$ cat src/rtl/grf_if.sv
// rtl/grf_if.sv - write-back and decode read bundle for the general register file
interface grf_if #(
    parameter int WIDTH = 32
);
    logic             we;
    logic [4:0]       wa;
    logic [WIDTH-1:0] wd;
    logic [31:0]      pc_4;
    logic [4:0]       ra1;
    logic [4:0]       ra2;
    logic [WIDTH-1:0] rd1;
    logic [WIDTH-1:0] rd2;

    modport master (
        output we, wa, wd, pc_4, ra1, ra2,
        input  rd1, rd2
    );

    modport slave (
        input  we, wa, wd, pc_4, ra1, ra2,
        output rd1, rd2
    );
endinterface

$ cat src/rtl/grf.sv
// rtl/grf.sv - 32 x WIDTH general register file, two combinational read ports, optional bypass
module grf #(
    parameter int WIDTH  = 32,
    parameter int BYPASS = 1,
    parameter int TRACE  = 1
) (
    input  logic  clk,
    input  logic  reset,
    grf_if.slave  bus
);

    // $0 has no storage; index 0 of the read view is tied to zero
    logic [WIDTH-1:0] r_regs [1:31];
    logic [WIDTH-1:0] w_rf   [0:31];
    logic             w_commit;
    logic             w_hit1;
    logic             w_hit2;
    logic [WIDTH-1:0] w_rd1;
    logic [WIDTH-1:0] w_rd2;

    // a write commits only when enabled, not in reset and not aimed at $0
    assign w_commit = bus.we && !reset && (bus.wa != 5'd0);
    assign w_hit1   = w_commit && (bus.wa == bus.ra1);
    assign w_hit2   = w_commit && (bus.wa == bus.ra2);

    // register storage: reset wins over any same-cycle write
    always_ff @(posedge clk) begin
        if (reset) begin
            for (int i = 1; i < 32; i++) begin
                r_regs[i] <= '0;
            end
        end else if (w_commit) begin
            r_regs[bus.wa] <= bus.wd;
        end
    end

    // flat read view with the hard-wired zero register
    always_comb begin
        w_rf[0] = '0;
        for (int i = 1; i < 32; i++) begin
            w_rf[i] = r_regs[i];
        end
    end

    // read port 1: stored value, or same-cycle write data when bypass is enabled
    always_comb begin
        w_rd1 = w_rf[bus.ra1];
        if ((BYPASS != 0) && w_hit1) begin
            w_rd1 = bus.wd;
        end
    end

    // read port 2: resolved independently of port 1
    always_comb begin
        w_rd2 = w_rf[bus.ra2];
        if ((BYPASS != 0) && w_hit2) begin
            w_rd2 = bus.wd;
        end
    end

    assign bus.rd1 = w_rd1;
    assign bus.rd2 = w_rd2;

`ifndef SYNTHESIS
    // commit trace: one line per write that actually lands in the file
    always_ff @(posedge clk) begin
        if ((TRACE != 0) && w_commit) begin
            $display("@%h: $%d <= %h", bus.pc_4, bus.wa, bus.wd);
        end
    end
`endif

endmodule

$ cat src/flat_wrapper.sv
// flat-port wrapper written by rule: the top's interface ports become plain ports
module grf_flat 
#(
    parameter int WIDTH  = 32,
    parameter int BYPASS = 1,
    parameter int TRACE  = 1
)
  (clk, reset, bus_we, bus_wa, bus_wd, bus_pc_4, bus_ra1, bus_ra2, bus_rd1, bus_rd2);
  grf_if #(.WIDTH(WIDTH)) bus_i ();
  input  logic clk;
  input  logic reset;
  input wire logic [$bits(bus_i.we)-1:0] bus_we;
  input wire logic [$bits(bus_i.wa)-1:0] bus_wa;
  input wire logic [$bits(bus_i.wd)-1:0] bus_wd;
  input wire logic [$bits(bus_i.pc_4)-1:0] bus_pc_4;
  input wire logic [$bits(bus_i.ra1)-1:0] bus_ra1;
  input wire logic [$bits(bus_i.ra2)-1:0] bus_ra2;
  output wire logic [$bits(bus_i.rd1)-1:0] bus_rd1;
  output wire logic [$bits(bus_i.rd2)-1:0] bus_rd2;
  assign bus_i.we = bus_we;
  assign bus_i.wa = bus_wa;
  assign bus_i.wd = bus_wd;
  assign bus_i.pc_4 = bus_pc_4;
  assign bus_i.ra1 = bus_ra1;
  assign bus_i.ra2 = bus_ra2;
  assign bus_rd1 = bus_i.rd1;
  assign bus_rd2 = bus_i.rd2;
  grf #(.WIDTH(WIDTH), .BYPASS(BYPASS), .TRACE(TRACE)) u_core (.clk(clk), .reset(reset), .bus(bus_i));
endmodule
$ cat config.mk
export PLATFORM = sky130hd
export DESIGN_NAME = grf_flat
export DESIGN_NICKNAME = d
export VERILOG_FILES = /design/src/rtl/grf_if.sv /design/src/rtl/grf.sv /design/src/flat_wrapper.sv
export SDC_FILE = /design/constraint.sdc
export NUM_CORES = 2
export LEC_CHECK = 0
export ABC_CLOCK_PERIOD_IN_PS = 2100
export CORE_UTILIZATION = 35
export CTS_CLUSTER_DIAMETER = 80
export DETAILED_ROUTE_END_ITERATION = 8
export HOLD_SLACK_MARGIN = 0.1
export SLEW_MARGIN = 20
export SYNTH_ARGS = -nofsm -noshare
export SYNTH_HDL_FRONTEND = slang
export SYNTH_SLANG_ARGS = --single-unit
$ cat constraint.sdc
create_clock -name clk -period 2.1 [get_ports clk]
set_input_delay 0.315 -clock clk [delete_from_list [all_inputs] [get_ports clk]]
set_output_delay 0.315 -clock clk [all_outputs]
set_load 0.005 [all_outputs]
# == Word level (Yosys, flattened, before mapping) ==
# Memories as Yosys holds them, arrays and structs flattened.
# Index checks and enable logic that the tools add are counted.
# word_totals
regBits,0
ramBits,992
out_inout_bits,64
word_cells,30
mem_count,1
# op_classes
n_lt_le_gt_ge,2
n_eq_ne,2
muxes,16
n_bitwise,2
reduce_logical,7
# mem_list
memory,words,word_bits,rd,rd_ports_with_merged_regs,wr,line,rtl
u_core.r_regs,31,32,31,0,31,grf.sv:13,logic [WIDTH-1:0] r_regs [1:31];
# ops
operator,n
32-bit binary-select mux with 5-bit select,2
32-bit two-way mux,7
32-bit OR reduction,1
6-bit >= comparator (second input constant),2
5-bit inverter with 6-bit output,2
5-bit == test,2
1-bit two-way mux,6
5-bit two-way mux,1
5-bit nonzero test,1
1-bit logical AND,4
1-bit zero test,1

# == Longest topological paths before layout ==
# logic_depth
depth_word,8
mapped_depth,9

# == Worst setup path after synthesis ==
# No wires, ideal clock.
# synth_timing
path_kind,in2out
from,input port bus_ra1[1]
to,output port bus_rd1[25]
arrival_ns,1.910
required_time_ns,1.785
slack_ns,-0.125
cell_stages,9
path_cell_list,buf_2 > buf_6 > buf_6 > buf_2 > mux2_2 > a22oi_1 > nor2_1 > o311ai_0 > a31oi_1
# synth_between
elab_chain_len,5
word_cells_on_any_way,7
cone_classes,eq/ne (1); mux (4); bitwise (1); reduce/logical (1)
# synth_rtl
element,line,rtl
from (decl),flat_wrapper.sv:16,input wire logic [$bits(bus_i.ra1)-1:0] bus_ra1;
5-bit inverter with 6-bit output (not written as such),grf.sv:47,w_rd1 = w_rf[bus.ra1];
32-bit binary-select mux with 5-bit select,grf.sv:47,
32-bit two-way mux (not written as such) (2 in series),grf.sv:47,
32-bit two-way mux (*),grf.sv:48,if ((BYPASS != 0) && w_hit1) begin
to (decl),flat_wrapper.sv:18,output wire logic [$bits(bus_i.rd1)-1:0] bus_rd1;
# Every way passes the cells marked *; elsewhere a longest branch is shown, timed or not. The select of a mux whose other input is x is not followed.

==> results.py <==
metrics = {
    "finish": {
        "drive_above_1_share_pct": 33.1,
        "num-fill-cells": 13500,
        "top_regs": "u_core.r_regs: 992 flops",
        "instances_no_fill": 6271,
        "layout.nets": 4238,
        "synthToLayoutAreaGrowth_pct": 24.1,
        "utilization_pct": 43.8,
        "largest-register": "u_core.r_regs",
        "largest_reg_flops": 992,
    },
    "timing": {
        "rsz0062_at_grt": "true",
        "fin_crit_sh_pct": 139,
        "max_slew_margin_pct": 50.7,
        "setup_viol": 64,
        "fmax_mhz": 343,
        "hold_viol": 0,
        "worstMarginPinSlew_ps": 740,
        "slew_violations": 0,
        "min_period_ps": 2920,
        "tns_ps": -40200,
        "timing.final.ws_setup_ps": -819,
        "hold_slack_ps": 638,
    },
    "die": {
        "top_level_ports": 146,
        "start_util_pct": 35.3,
        "die_x_um": 394,
        "die_h_um": 394,
        "coreArea_mm2": 0.152,
        "rows": 143,
        "dieArea_mm2": 0.155,
    },
    "worst_setup_path": {
        "crit_top_cell": "mux4_2",
        "cp_num_cells": 5,
        "worstPathArrival_ps": 2600,
        "slowest_stage": "mux4_2",
        "cp_num_buf_inv": 1,
        "end_kind": "primary output",
        "cp_max_fo": 2,
        "cp_cell_sequence": "mux4_2, mux4_2, o21a_1, a22o_1, buf_2",
        "crit_start": "u_core.r_regs[7][30]",
        "worst_setup_path_start_kind": "flip-flop",
        "worstSetupPathType": "reg -> out",
        "critPathMaxStageDelay_ps": 520,
        "crit_required_ps": 1780,
        "endpoint": "bus_rd1[30]",
        "path_delay_family": "multiplexers",
    },
    "cts": {
        "ctsHoldBuffers": 0,
        "cts_sinks": 992,
        "h-tree-depth": 3,
        "cts_buffers": 101,
        "cts_tree": "done",
        "cts.path.max_buffers": 3,
        "cts_root_buf": "clkbuf_16",
        "clk_pin_slew_ps": 60,
    },
    "routing": {
        "drt_iter0_markers": 3786,
        "viasPerCell": 5.64,
        "dr.pass1.iters": 6,
        "ant_nets": 0,
        "num_vias": 35400,
        "drc": 0,
        "wire_per_inst_um": 27.7,
        "wl_mm": 174,
    },
    "pwr": {
        "seq_power_share_pct": 47.6,
        "clockPowerShare_pct": 37.0,
        "swShare_pct": 25.4,
        "ir_worst_vdd_uv": 800,
        "p_comb_share_pct": 15.5,
        "p_leak_uw": 0.0236,
        "intPower_uw": 36700,
        "p_sw_uw": 12500,
        "powerDensity_mw_per_mm2": 738,
    },
    "synth": {
        "synth_edf_count": 992,
        "syn-num-nets": 3905,
        "seq_area_frac_synth_pct": 55.5,
        "avgSynthCellArea_um2": 14.0,
        "ys_seq_elements": 992,
        "synthFlopType": "edfxtp_1",
        "synth_cell_types": 43,
        "syn_area_mm2": 0.0537,
        "syn_inst": 3823,
        "yosysWarnings": 0,
        "synthArstFlopShare_pct": 0,
    },
    "place": {
        "port_buffers": 113,
        "dp_cells": 6074,
        "dp.final_hpwl_mm": 119,
        "finalWeightedCongestion": 0.891,
        "dp_slack_ps": -1050,
    },
    "global_routing": {
        "gr-total-overflow": 0,
        "grt_start_max_net_pins": 39,
        "antenna_found_initial": 1,
        "grt_pass1_wl_mm": 252,
        "grt_pass1_vias": 35300,
        "grt.total_usage_pct": 22.0,
    },
    "min_path": {
        "hold_path_class": "in -> reg",
    },
    "status": {
        "violations": "negative setup slack",
        "outcome": "complete, but fails checks",
    },
    "job": {
        "maxCapViolations": 0,
    },
}
[cells by family after synthesis]
logic type | share of synthesized area (%)
xor+xnor | 0.163
mux | 20.9
flops | 55.5
compound gates | 5.67
simple gates | 14.3
buf+inv | 3.42
[power groups by stage]
stage          Combinational (µW)  Sequential [µW]  Clock, µW
2_1_floorplan                3610            23600          0
3_3_place_gp                 7100            23700          0
3_5_place_dp                 7110            23800          0
4_1_cts                      7320            23300      18400
5_1_grt                      7900            23500      19100
6_report                     7590            23400      18200
[how the worst min path moves through the flow]
stage,from,end,slack (ps),cells after the start
2_1_floorplan,bus_wd[31],u_core.r_regs[1][31],510,1
3_3_place_gp,bus_wd[17],u_core.r_regs[12][17],1340,3
3_5_place_dp,bus_wd[18],u_core.r_regs[12][18],1350,3
4_1_cts,bus_wd[18],u_core.r_regs[12][18],600,3
5_1_grt,bus_wd[18],u_core.r_regs[12][18],660,3
6_report,bus_wd[17],u_core.r_regs[12][17],640,3
[repair_timing]
| action | in CTS | in global routing |
|---|---|---|
| buffers inserted | 6 | 4 |
| gates resized for setup | 432 | 114 |
| pin swaps | 73 | 36 |
| endpoints found under the setup margin | 64 | 64 |
| cloned | 2 | 1 |
[synth_stat cells (33+ instances only)]
cell type	number	share of area, %
nand2_1	67	0.47
buf_2	88	0.82
or2_2	33	0.38
mux2_2	66	1.4
o22ai_1	125	1.5
and2_1	992	12
a31oi_1	63	0.73
mux2i_1	250	4.7
nor2_1	158	1.1
edfxtp_1	992	56
o311ai_0	62	1.0
mux4_2	355	15
a22oi_1	62	0.87
clkbuf_1	286	2.0
[final cells by class]
cell class | instances | area, µm² | area share, %
flip-flops and latches | 992 | 29800 | 44.7
multi-input cells | 2408 | 23800 | 35.8
repair buffers | 650 | 7170 | 10.8
clock buffers | 127 | 2630 | 3.94
well taps | 2030 | 2540 | 3.81
clock inverters | 59 | 617 | 0.926
inverters | 3 | 11.3 | 0.0169
diodes | 2 | 5.00 | 0.00752
[cells in the final DEF, fill, tap and decap left out, types with 41 or more instances in the layout]
master,Yosys,final
buf_12,0,173
and2_1,992,992
clkbuf_16,0,103
mux4_2,355,355
mux2_2,66,66
mux2i_1,250,216
edfxtp_1,992,992
buf_4,27,346
a22oi_1,62,61
o22ai_1,125,120
a31oi_1,63,41
buf_2,88,60
nor2_1,158,127
[per-layer routing]
layer	global-route usage [%]	vias to the layer above	part of all wire, %
met2	36.5	1462	49
met5	0	-	0
met4	5.71	0	2.3
li1	-	15300	-
met1	29.8	18400	41
met3	3.84	231	8.0
[per-stage QoR]
| stage | area [µm²] | power (µW) |
|---|---|---|
| CTS | 65900 | 49000 |
| detailed placement | 61900 | 30900 |
| global placement | 61900 | 30800 |
| floorplan | 53800 | 27200 |
| global route | 66600 | 50500 |
| finish | 66600 | 49100 |
Power figures use the tool's default switching activity.
